**src/rtl/dg0045_ram_arbiter.sv**
```systemverilog
// rtl/dg0045_ram_arbiter.sv - single-port 32x4 RAM arbiter for CPU, debug port and display scanner
// One RAM access per clk_in; fixed CPU > debug > scanner priority with a scanner starvation guard.
module dg0045_ram_arbiter #(
  parameter logic [4:0] SCAN_BASE   = 5'd0,
  parameter int         DIGITS      = 8,
  parameter int         SCAN_PERIOD = 64,
  parameter int         MAX_WAIT    = 16
) (
  input  logic       clk_in,
  input  logic       RESET,
  input  logic       cpu_req,
  input  logic       cpu_we,
  input  logic [4:0] cpu_addr,
  input  logic [3:0] cpu_wdata,
  output logic [3:0] cpu_rdata,
  output logic       cpu_ack,
  input  logic       dbg_req,
  input  logic       dbg_we,
  input  logic [4:0] dbg_addr,
  input  logic [3:0] dbg_wdata,
  output logic [3:0] dbg_rdata,
  output logic       dbg_ack,
  input  logic       scan_en,
  output logic [3:0] seg_data,
  output logic [4:0] seg_digit,
  output logic       seg_valid,
  output logic       scan_miss,
  output logic [4:0] ram_addr,
  output logic [3:0] ram_din,
  output logic       ram_we,
  input  logic [3:0] ram_dout
);

  localparam int PW = $clog2(SCAN_PERIOD);
  localparam int WW = $clog2(MAX_WAIT + 1);
  localparam logic [PW-1:0] PERIOD_LAST = PW'(SCAN_PERIOD - 1);
  localparam logic [WW-1:0] WAIT_MAX    = WW'(MAX_WAIT);
  localparam logic [4:0]    IDX_LAST    = 5'(DIGITS - 1);

  logic [3:0]    r_cpu_rdata;
  logic          r_cpu_ack;
  logic [3:0]    r_dbg_rdata;
  logic          r_dbg_ack;
  logic [3:0]    r_seg_data;
  logic [4:0]    r_seg_digit;
  logic          r_seg_valid;
  logic          r_scan_miss;
  logic          r_scan_pend;
  logic [PW-1:0] r_period_cnt;
  logic [WW-1:0] r_wait_cnt;
  logic [4:0]    r_scan_idx;
  logic [4:0]    r_last_addr;
  logic [3:0]    r_last_din;

  logic       w_cpu_elig;
  logic       w_dbg_elig;
  logic       w_scan_top;
  logic       w_gnt_cpu;
  logic       w_gnt_dbg;
  logic       w_gnt_scan;
  logic       w_any_gnt;
  logic       w_wrap;
  logic [4:0] w_scan_addr;
  logic [4:0] w_sel_addr;
  logic [3:0] w_sel_din;
  logic       w_sel_we;

  // A port whose ack is high this cycle is not eligible, so a held req
  // becomes a fresh request only from the following cycle.
  assign w_cpu_elig  = cpu_req & ~r_cpu_ack;
  assign w_dbg_elig  = dbg_req & ~r_dbg_ack;
  assign w_scan_top  = r_scan_pend && (r_wait_cnt >= WAIT_MAX);
  assign w_scan_addr = SCAN_BASE + r_scan_idx;
  assign w_wrap      = scan_en && (r_period_cnt == PERIOD_LAST);
  assign w_any_gnt   = w_gnt_cpu | w_gnt_dbg | w_gnt_scan;

  always_comb begin
    w_gnt_cpu  = 1'b0;
    w_gnt_dbg  = 1'b0;
    w_gnt_scan = 1'b0;
    if (RESET) begin
      if (w_scan_top) begin
        w_gnt_scan = 1'b1;
      end else if (w_cpu_elig) begin
        w_gnt_cpu = 1'b1;
      end else if (w_dbg_elig) begin
        w_gnt_dbg = 1'b1;
      end else if (r_scan_pend) begin
        w_gnt_scan = 1'b1;
      end
    end
  end

  // With no winner the address/data lines hold their last driven values.
  always_comb begin
    w_sel_addr = r_last_addr;
    w_sel_din  = r_last_din;
    w_sel_we   = 1'b0;
    if (w_gnt_cpu) begin
      w_sel_addr = cpu_addr;
      w_sel_din  = cpu_wdata;
      w_sel_we   = cpu_we;
    end else if (w_gnt_dbg) begin
      w_sel_addr = dbg_addr;
      w_sel_din  = dbg_wdata;
      w_sel_we   = dbg_we;
    end else if (w_gnt_scan) begin
      w_sel_addr = w_scan_addr;
    end
  end

  assign ram_addr = w_sel_addr;
  assign ram_din  = w_sel_din;
  assign ram_we   = w_sel_we;

  always_ff @(posedge clk_in or negedge RESET) begin
    if (!RESET) begin
      r_cpu_rdata <= 4'd0;
      r_cpu_ack   <= 1'b0;
      r_dbg_rdata <= 4'd0;
      r_dbg_ack   <= 1'b0;
      r_last_addr <= 5'd0;
      r_last_din  <= 4'd0;
    end else begin
      r_cpu_ack <= w_gnt_cpu;
      r_dbg_ack <= w_gnt_dbg;
      if (w_gnt_cpu && !cpu_we) begin
        r_cpu_rdata <= ram_dout;
      end
      if (w_gnt_dbg && !dbg_we) begin
        r_dbg_rdata <= ram_dout;
      end
      if (w_any_gnt) begin
        r_last_addr <= w_sel_addr;
        r_last_din  <= w_sel_din;
      end
    end
  end

  // Scanner: a wrap that coincides with a grant re-arms the request without a miss.
  always_ff @(posedge clk_in or negedge RESET) begin
    if (!RESET) begin
      r_seg_data   <= 4'd0;
      r_seg_digit  <= 5'd0;
      r_seg_valid  <= 1'b0;
      r_scan_miss  <= 1'b0;
      r_scan_pend  <= 1'b0;
      r_period_cnt <= '0;
      r_wait_cnt   <= '0;
      r_scan_idx   <= 5'd0;
    end else begin
      r_seg_valid <= w_gnt_scan;
      if (w_gnt_scan) begin
        r_seg_data  <= ram_dout;
        r_seg_digit <= r_scan_idx;
      end
      if (!scan_en) begin
        r_period_cnt <= '0;
        r_wait_cnt   <= '0;
        r_scan_pend  <= 1'b0;
        r_scan_idx   <= 5'd0;
        r_scan_miss  <= 1'b0;
      end else begin
        r_period_cnt <= w_wrap ? '0 : r_period_cnt + 1'b1;
        if (w_wrap) begin
          r_scan_pend <= 1'b1;
        end else if (w_gnt_scan) begin
          r_scan_pend <= 1'b0;
        end
        if (w_wrap && r_scan_pend && !w_gnt_scan) begin
          r_scan_miss <= 1'b1;
        end
        if (w_gnt_scan) begin
          r_wait_cnt <= '0;
        end else if (r_scan_pend && (r_wait_cnt != WAIT_MAX)) begin
          r_wait_cnt <= r_wait_cnt + 1'b1;
        end
        if (w_gnt_scan) begin
          r_scan_idx <= (r_scan_idx == IDX_LAST) ? 5'd0 : r_scan_idx + 5'd1;
        end
      end
    end
  end

  assign cpu_rdata = r_cpu_rdata;
  assign cpu_ack   = r_cpu_ack;
  assign dbg_rdata = r_dbg_rdata;
  assign dbg_ack   = r_dbg_ack;
  assign seg_data  = r_seg_data;
  assign seg_digit = r_seg_digit;
  assign seg_valid = r_seg_valid;
  assign scan_miss = r_scan_miss;

endmodule

```
**config.mk**
```make
export PLATFORM = sky130hd
export DESIGN_NAME = dg0045_ram_arbiter
export DESIGN_NICKNAME = d
export VERILOG_FILES = /design/src/rtl/dg0045_ram_arbiter.sv
export SDC_FILE = /design/constraint.sdc
export NUM_CORES = 1
export LEC_CHECK = 0
export ABC_AREA = 1
export CORE_MARGIN = 1.5
export CORE_UTILIZATION = 29
export CTS_CLUSTER_DIAMETER = 100
export CTS_CLUSTER_SIZE = 20
export DETAILED_ROUTE_END_ITERATION = 8
export PLACE_DENSITY = 0.5
export SYNTH_ARGS = -nofsm -noshare
export SYNTH_HDL_FRONTEND = slang
export SYNTH_SLANG_ARGS = --single-unit
export TNS_END_PERCENT = 30
```
**constraint.sdc**
```tcl
create_clock -name clk_in -period 2 [get_ports clk_in]
set_clock_uncertainty 0.15 [all_clocks]
set_input_delay 0.5 -clock clk_in [delete_from_list [all_inputs] [get_ports clk_in]]
set_output_delay 0.5 -clock clk_in [all_outputs]
set_load 0.005 [all_outputs]
```
# Word-level counts from Yosys, hierarchy flattened
# Index checks and enable logic that the tools add are counted.
[word_totals]
register_bits = 47
out_inout_bits = 31
[op_classes]
add_sub_neg = 3
n_lt_le_gt_ge = 1
n_eq_ne = 7
muxes = 32
bitwise_logic = 6
reduce_logical = 10
[ops]
columns = ["op", "n"]
rows = [
  ["2-to-1 mux 5 bit", 9],
  ["2-to-1 mux 1 bit", 19],
  ["2-to-1 mux 6 bit", 2],
  ["adder 5 x 1 -> 5 bit, second input constant", 2],
  ["2-to-1 mux 4 bit", 2],
  ["logical AND 1 bit", 7],
  ["adder 6 x 1 -> 6 bit, second input constant", 1],
  ["equality test 6 bit, second input constant", 1],
  ["inequality test 3 x 1 -> 1 bit, second input constant", 2],
  ["equality test 5 x 3 -> 1 bit, second input constant", 1],
  ["greater-or-equal comparator 5 bit, second input constant", 1],
  ["inequality test 5 bit, second input constant", 1],
  ["inequality test 2 x 1 -> 1 bit, second input constant", 2],
  ["logical NOT 1 bit", 3],
  ["bitwise AND 1 bit", 2],
  ["inverter 1 bit", 2],
  ["bitwise OR 1 bit", 2],
]

# Logic depth before layout (Yosys ltp)
# Gate-level depths: netlist (run 1).
[depth]
word_depth = 10
depth_mapped = 10
depth_no_buf = 10

# Least setup slack after synthesis (run 1)
# OpenSTA, ideal clock, no wires.
[synth_timing]
kind = "input to output"
from = "in RESET"
to = "out ram_addr[0]"
arrival_ns = 1.343
path_slack_ns = 0.007
path_stages = 8
n_path_buf = 2
path_cell_list = "buf_4 -> nand2_4 -> nor3_4 -> inv_2 -> buf_6 -> nand3_2 -> nand2_2 -> nand2_1"
[synth_via]
word_cells_on_any_way = 6
cone_classes = "mux (6)"
[synth_rtl]
columns = ["item", "line_no", "source"]
rows = [
  ["from (decl)", "10", "input logic RESET,"],
  ["2-to-1 mux 1 bit", "81", "if (RESET) begin"],
  ["net w_gnt_dbg", "59", "logic w_gnt_dbg;"],
  ["2-to-1 mux 5 bit", "103", "end else if (w_gnt_dbg) begin"],
  ["2-to-1 mux 5 bit", "99", "if (w_gnt_cpu) begin"],
  ["to (decl)", "28", "output logic [4:0] ram_addr,"],
]
# The timed path passes the listed nets, and every way through them passes these cells.

# Worst setup path after layout (run 1)
[layout_timing]
from = "reg r_cpu_ack (netlist: cpu_ack)"
to = "out ram_din[3]"
[layout_via]
elab_chain_len = 7
word_cells_on_any_way = 10
cone_classes = "mux (8); bitwise (2)"
[layout_lines]
columns = ["item", "line_no", "source"]
rows = [
  ["from (decl)", "41", "logic r_cpu_ack;"],
  ["from (signal assigned)", "125", "r_cpu_ack <= w_gnt_cpu;"],
  ["inverter 1 bit", "70", "assign w_cpu_elig = cpu_req & ~r_cpu_ack;"],
  ["bitwise AND 1 bit", "70", ""],
  ["2-to-1 mux 1 bit", "84", "end else if (w_cpu_elig) begin"],
  ["2-to-1 mux 1 bit", "82", "if (w_scan_top) begin"],
  ["2-to-1 mux 1 bit", "81", ""],
  ["net w_gnt_dbg", "59", ""],
  ["2-to-1 mux 4 bit", "103", ""],
  ["2-to-1 mux 4 bit", "99", ""],
  ["to (decl)", "29", "output logic [3:0] ram_din,"],
]
# The timed path passes the listed nets, and every way through them passes these cells.

==> results.txt, run 1 <==
Final Setup Violations -> 10
Worst EP required -> 1.35 ns
port bufs -> 59
Num Clock Sinks -> 47
hold crit path type -> in2async
fin area -> 0.00350 mm^2
Die X -> 90.5 um
drt pass-1 iters -> 4
PD cells -> 650 mW/mm^2
gr usage total -> 14.3%
Synth Register Bits -> 47
hold_ws -> 0.0371 ns
hold_buf cts -> 0
number of global-route vias before repair -> 2049
Post-Route Utilization -> 47.7%
first-pass GRT wire length -> 9460 um
CTS tree -> done
post-synthesis net count -> 291
initial antenna violation count -> 0
Mapped Cells -> 258
Yosys cell types -> 27
# DRC -> 0
Max-slew headroom -> 79.0%
number of synthesized flops with an enable pin -> 0
ys flop type -> dfrtp_1
sequential area share after synthesis -> 52.9%
clk root buf -> clkbuf_8
fin. max-slew vios -> 0
final hold violation count -> 0
Pleak -> 1.75 nW
VDD IR-drop max -> 0.365 mV
Synth Area per Inst -> 8.61 um^2
clk slew on worst S/H paths -> 0.09 ns
Worst Max-Slew Pin Slew -> 0.314 ns
post-synthesis async set-or-reset flop share -> 100%
DR iter-0 viols -> 61
status -> complete, but fails checks
Max-cap violations -> 0
Synth top area share -> 52.9%
Post-DP Area -> 0.00316 mm^2
GRT overflow -> 0
total CTS buffers -> 5
crit path time final -> 2.45 ns
Ports -> 60
post-DR vias/cell -> 4.36
Wirelength per Cell -> 11.3 um
violated checks -> setup timing
Skew-Pair Late Insertion Delay -> 0.30 ns
CP Launch Type -> flip-flop
leading area contributor after synthesis -> dfrtp_1
Initial Util -> 30.3%
DRT Wirelength -> 5340 um
Placed Cells -> 446
DR vias -> 2059
die area -> 0.00820 mm^2
P&R area growth vs syn -> 57.4%
mapped cell area -> 0.00222 mm^2
largest net degree at the start of global routing -> 25
share of post-route cells with drive strength above 1 -> 29.5%
total core area -> 0.00733 mm^2
Crit Path Class -> reg2out
H-tree depth -> 2
CP arrival -> 1.80 ns
DP HPWL -> 3990 um
synth top area cells -> dfrtp_1, nand2_1, nand3_1
crit end category -> output pin
fin nets -> 405
period utilization -> 122%
gpl congestion -> 0.808
Clock Tree Buf Depth -> 2
RSZ-0062 raised after global routing -> true
worst setup margin -> -0.450 ns
crit-path max FO -> 5
highest clock rate -> 408 MHz
chip height -> 90.5 um
row count -> 31
antenna-violating nets left -> 0
Cell Count, Final, Fillers Out -> 472
ant diodes -> 0
Yosys warnings -> 0
[report_power, final]
part,switching (mW),internal (mW),total (mW)
registers,0.0413,1.03,1.07
logic,0.204,0.271,0.475
clock network,0.321,0.405,0.726
[per-layer routing]
| metal | up-vias | track usage [%] | share of wire [%] |
|---|---|---|---|
| li1 | 1056 | - | - |
| met1 | 947 | 17.2 | 45 |
| met2 | 49 | 25.3 | 48 |
| met3 | 7 | 2.86 | 4.5 |
| met4 | 0 | 5.16 | 1.7 |
| met5 | - | 0 | 0 |
[through the flow]
step	setup WS, ns	TNS (ns)	power [mW]
floorplan	0.00732	0	1.26
global placement	-0.925	-12.40	1.55
detailed placement	-0.898	-12.72	1.55
CTS	-0.515	-4.55	2.30
global route	-0.579	-5.10	2.41
finish	-0.450	-3.78	2.27
[cells in the final DEF, fill, tap and decap left out, types with 3 or more instances in the layout]
cell             instances
a21oi_1                  4
buf_2                   10
buf_4                   47
buf_6                    9
clkbuf_8                 6
clkdlybuf4s50_1         45
dfrtp_1                 47
ha_1                     4
inv_1                   20
nand2_1                 75
nand2_2                 10
nand2_4                  4
nand3_1                 19
nand3_2                 11
nand3_4                  3
nor2_1                  15
o21ai_0                 13
o21ai_1                  4
xor2_1                   4
[worst max-delay path, cell delays in order (launching register included)]
cell and delay [ns]:
dfrtp_1 0.35, inv_1 0.05, nand2_2 0.07, inv_2 0.05, nor3_4 0.31, clkinvlp_4 0.25
buf_6 0.16, nand3_2 0.07, nand3_2 0.05, buf_2 0.12
[synth_stat cells (2+ instances only)]
cell and n:
nand3_1 28, buf_6 2, o21ai_1 4, xnor2_1 2
nand3_2 5, nand4_1 2, ha_1 4, inv_1 22
inv_2 2, o31ai_1 2, buf_2 3, nand2_1 78
nor2_1 15, xor2_1 4, dfrtp_1 47, clkbuf_1 2
nand2_2 10, o21ai_0 13, nor3_1 2, a21oi_1 4
[sequential cells by signal, indices dropped and copies added, names as in the netlist]
register / cells
r_scan_idx: 5
dbg_rdata: 4
seg_digit: 5
seg_data: 4
dbg_ack: 1
r_last_din: 4
scan_miss: 1
r_scan_pend: 1
r_wait_cnt: 5
cpu_rdata: 4
r_last_addr: 5
r_period_cnt: 6
cpu_ack: 1
seg_valid: 1
[repair_timing]
item	CTS	global route
gates cloned	1	0
buffers inserted	15	2
gates resized for setup	66	9
pin swaps	9	2
endpoints found under the setup margin	13	14
[worst paths after layout]
kind,startpoint,endpoint,slack [ns],cells past startpoint
worst min register to register,r_period_cnt[0]$_DFF_PN0_,r_period_cnt[0]$_DFF_PN0_,0.31,1
worst min-delay path,RESET,r_scan_idx[3]$_DFFE_PN0P_,0.04,2
min in group clk_in,r_period_cnt[0]$_DFF_PN0_,r_period_cnt[0]$_DFF_PN0_,0.31,1
worst max-delay path,cpu_ack$_DFF_PN0_,ram_din[3],-0.45,9
max in group asynchronous,RESET,r_period_cnt[5]$_DFF_PN0_,1.15,3
worst max register to register,r_scan_pend$_DFFE_PN0P_,r_wait_cnt[4]$_DFFE_PN0P_,0.18,8
[area by class of cell]
| class | count | area, um^2 |
|---|---|---|
| Clock buffer | 6 | 82.6 |
| Clock inverter | 2 | 35.0 |
| Fill cell | 712 | 3830 |
| Inverter | 24 | 95.1 |
| Multi-Input combinational cell | 179 | 1000 |
| Sequential cell | 47 | 1180 |
| Tap cell | 99 | 124 |
| Timing Repair Buffer | 114 | 978 |
| Timing Repair inverter | 1 | 7.51 |
[cells by family (layout without fill, tap and decap cells)]
| family | after synthesis | in the layout | share of synthesized area [%] |
|---|---|---|---|
| AND/OR/NAND/NOR | 144 | 144 | 30.0 |
| adder cells (fa/ha/maj) | 4 | 4 | 2.25 |
| buffers and inverters | 32 | 147 | 6.42 |
| AO/OA/AOI/OAI | 25 | 25 | 6.02 |
| XOR/XNOR | 6 | 6 | 2.36 |
| flip-flops | 47 | 47 | 52.9 |
No activity file was read; power rests on OpenSTA's default activity.
==> inputs of run 2 (changes only) <==
- CORE_MARGIN: 1.5 -> unset
==> results.txt, run 2 (synthesis gave the netlist of run 1 again) <==
status -> complete, but fails checks
violated checks -> setup timing
total CTS buffers -> 5
crit path max-delay cell type -> dfrtp_1
die area -> 0.00802 mm^2
TNS Setup -> -2.93 ns
row count -> 31
DRT Wirelength -> 5380 um
# DRC -> 0
DP HPWL -> 3960 um
Worst EP required -> 1.35 ns
critical path startpoint -> r_scan_pend$_DFFE_PN0P_
P&R area growth vs syn -> 61.4%
post-DR vias/cell -> 4.35
Worst Max-Slew Pin Slew -> 0.250 ns
final hold violation count -> 0
Wirelength per Cell -> 11.4 um
worst setup margin -> -0.328 ns
Post-Place Setup Slack -> -0.897 ns
highest clock rate -> 430 MHz
period utilization -> 116%
delay of the slowest critical-path stage -> 0.42 ns
Largest register FFs -> 6
VDD IR-drop max -> 0.263 mV
first-pass GRT wire length -> 9580 um
worst setup path end -> ram_din[1]
crit-path max FO -> 4
Max-slew headroom -> 83.3%
crit end category -> output pin
Worst R2R End -> r_last_addr[1]$_DFFE_PN0P_
Skew-Pair Late Insertion Delay -> 0.31 ns
Top reg by flops -> r_period_cnt
Crit Path Class -> reg2out
most frequent cells in the layout -> nand2_1, buf_4, dfrtp_1
Die X -> 89.5 um
drt pass-1 iters -> 4
gr usage total -> 15.7%
Clock Tree Buf Depth -> 2
most used cell, CP -> buf_6
largest net degree at the start of global routing -> 22
Final Setup Violations -> 11
WP depth -> 9
crit path time final -> 2.33 ns
critical path cell sequence -> nand2_2 -> nand2_4 -> nor3_4 -> buf_6 -> clkinvlp_4 -> buf_6 -> nand3_4 -> nand3_1 -> buf_2
initial antenna violation count -> 0
ant diodes -> 0
share of post-route cells with drive strength above 1 -> 32.8%
Pleak -> 1.77 nW
commonest non-fill, non-tap cell in the layout -> nand2_1
number of global-route vias before repair -> 2071
R2R Path Start -> r_scan_pend$_DFFE_PN0P_
clk root buf -> clkbuf_8
Max-cap violations -> 0
antenna-violating nets left -> 0
gpl congestion -> 0.727
fin nets -> 407
chip height -> 89.5 um
critical path's top delay family -> buffers and inverters
DR iter-0 viols -> 84
H-tree depth -> 2
CP arrival -> 1.68 ns
Ports -> 60
hold crit path type -> in2async
Worst Path Buf+Inv -> 4
DR vias -> 2062
GRT overflow -> 0
Initial Util -> 30.3%
Total Power -> 2.32 mW
r2r setup slk -> -0.21 ns
total core area -> 0.00733 mm^2
CP Launch Type -> flip-flop
PD cells -> 648 mW/mm^2
RSZ-0062 raised after global routing -> true
fin. max-slew vios -> 0
clk slew on worst S/H paths -> 0.10 ns
Num Clock Sinks -> 47
port bufs -> 59
R2R depth -> 16
CTS tree -> done
[run 2: cell count changes in the layout (fill, tap and decap cells not counted), moves of 2 or more]
| cell | before | now |
|---|---|---|
| buf_2 | 10 | 8 |
| buf_4 | 47 | 49 |
| nand2_1 | 75 | 68 |
| nand2_2 | 10 | 16 |
| nand3_1 | 19 | 16 |
| nand3_2 | 11 | 14 |
[run 2: how the worst min path moves through the flow]
| stage | slack (ns) | cells past startpoint | end |
|---|---|---|---|
| after floorplan | 0.05 | 0 | cpu_ack$_DFF_PN0_ |
| after global placement | 0.30 | 1 | r_period_cnt[0]$_DFF_PN0_ |
| after detailed placement | 0.31 | 2 | seg_digit[4]$_DFFE_PN0P_ |
| after CTS | 0.05 | 2 | r_wait_cnt[3]$_DFFE_PN0P_ |
| after global routing | 0.06 | 2 | r_wait_cnt[3]$_DFFE_PN0P_ |
| final | 0.05 | 2 | seg_digit[2]$_DFFE_PN0P_ |
[run 2: final cells by class]
type,count,area [um^2]
Clock buffer,5,68.8
Clock inverter,3,46.3
Fill cell,683,3740
Inverter,24,103
Multi-Input combinational cell,179,1050
Sequential cell,47,1180
Tap cell,99,124
Timing Repair Buffer,116,1010
Timing Repair inverter,1,7.51
[run 2: metal layers]
metal,part of all wire (%),track usage (%),routed length (um)
met4,1.4,5.19,74
met5,0,0,0
met1,46,20.2,2460
met3,3.5,3.23,190
met2,49,26.6,2650
[run 2: worst register-to-register path: stages, from the launching register on]
cell     delay [ns]
dfrtp_1        0.42
nand2_2        0.12
nand2_4        0.07
nor3_4         0.12
buf_6          0.16
inv_8          0.05
buf_6          0.11
nand3_2        0.05
nand2_2        0.06
buf_4          0.12
buf_4          0.12
buf_4          0.12
buf_4          0.12
buf_4          0.12
buf_4          0.12
buf_4          0.12
nand2_1        0.04
[run 2: metrics by stage]
stage               utilization, %  hold WS (ns)  cells  cell area [um^2]
floorplan                        -        0.0544    258              2220
global placement              43.1         0.297    445              3160
detailed placement            43.1         0.311    445              3160
CTS                           48.1        0.0512    473              3520
global route                  48.9        0.0624    474              3590
finish                        48.9        0.0526    474              3590
[run 2: repair_timing]
| action | CTS | global route |
|---|---|---|
| buffers inserted | 19 | 1 |
| setup endpoints to repair | 14 | 11 |
| hold buffers | 0 | 0 |
| pin swaps | 13 | 5 |
| cloned | 1 | 0 |
| gates resized for setup | 76 | 15 |
[run 2: power breakdown]
part	internal, mW	switching, mW	total [mW]
clock network	0.377	0.349	0.726
logic	0.307	0.218	0.525
registers	1.03	0.0420	1.07
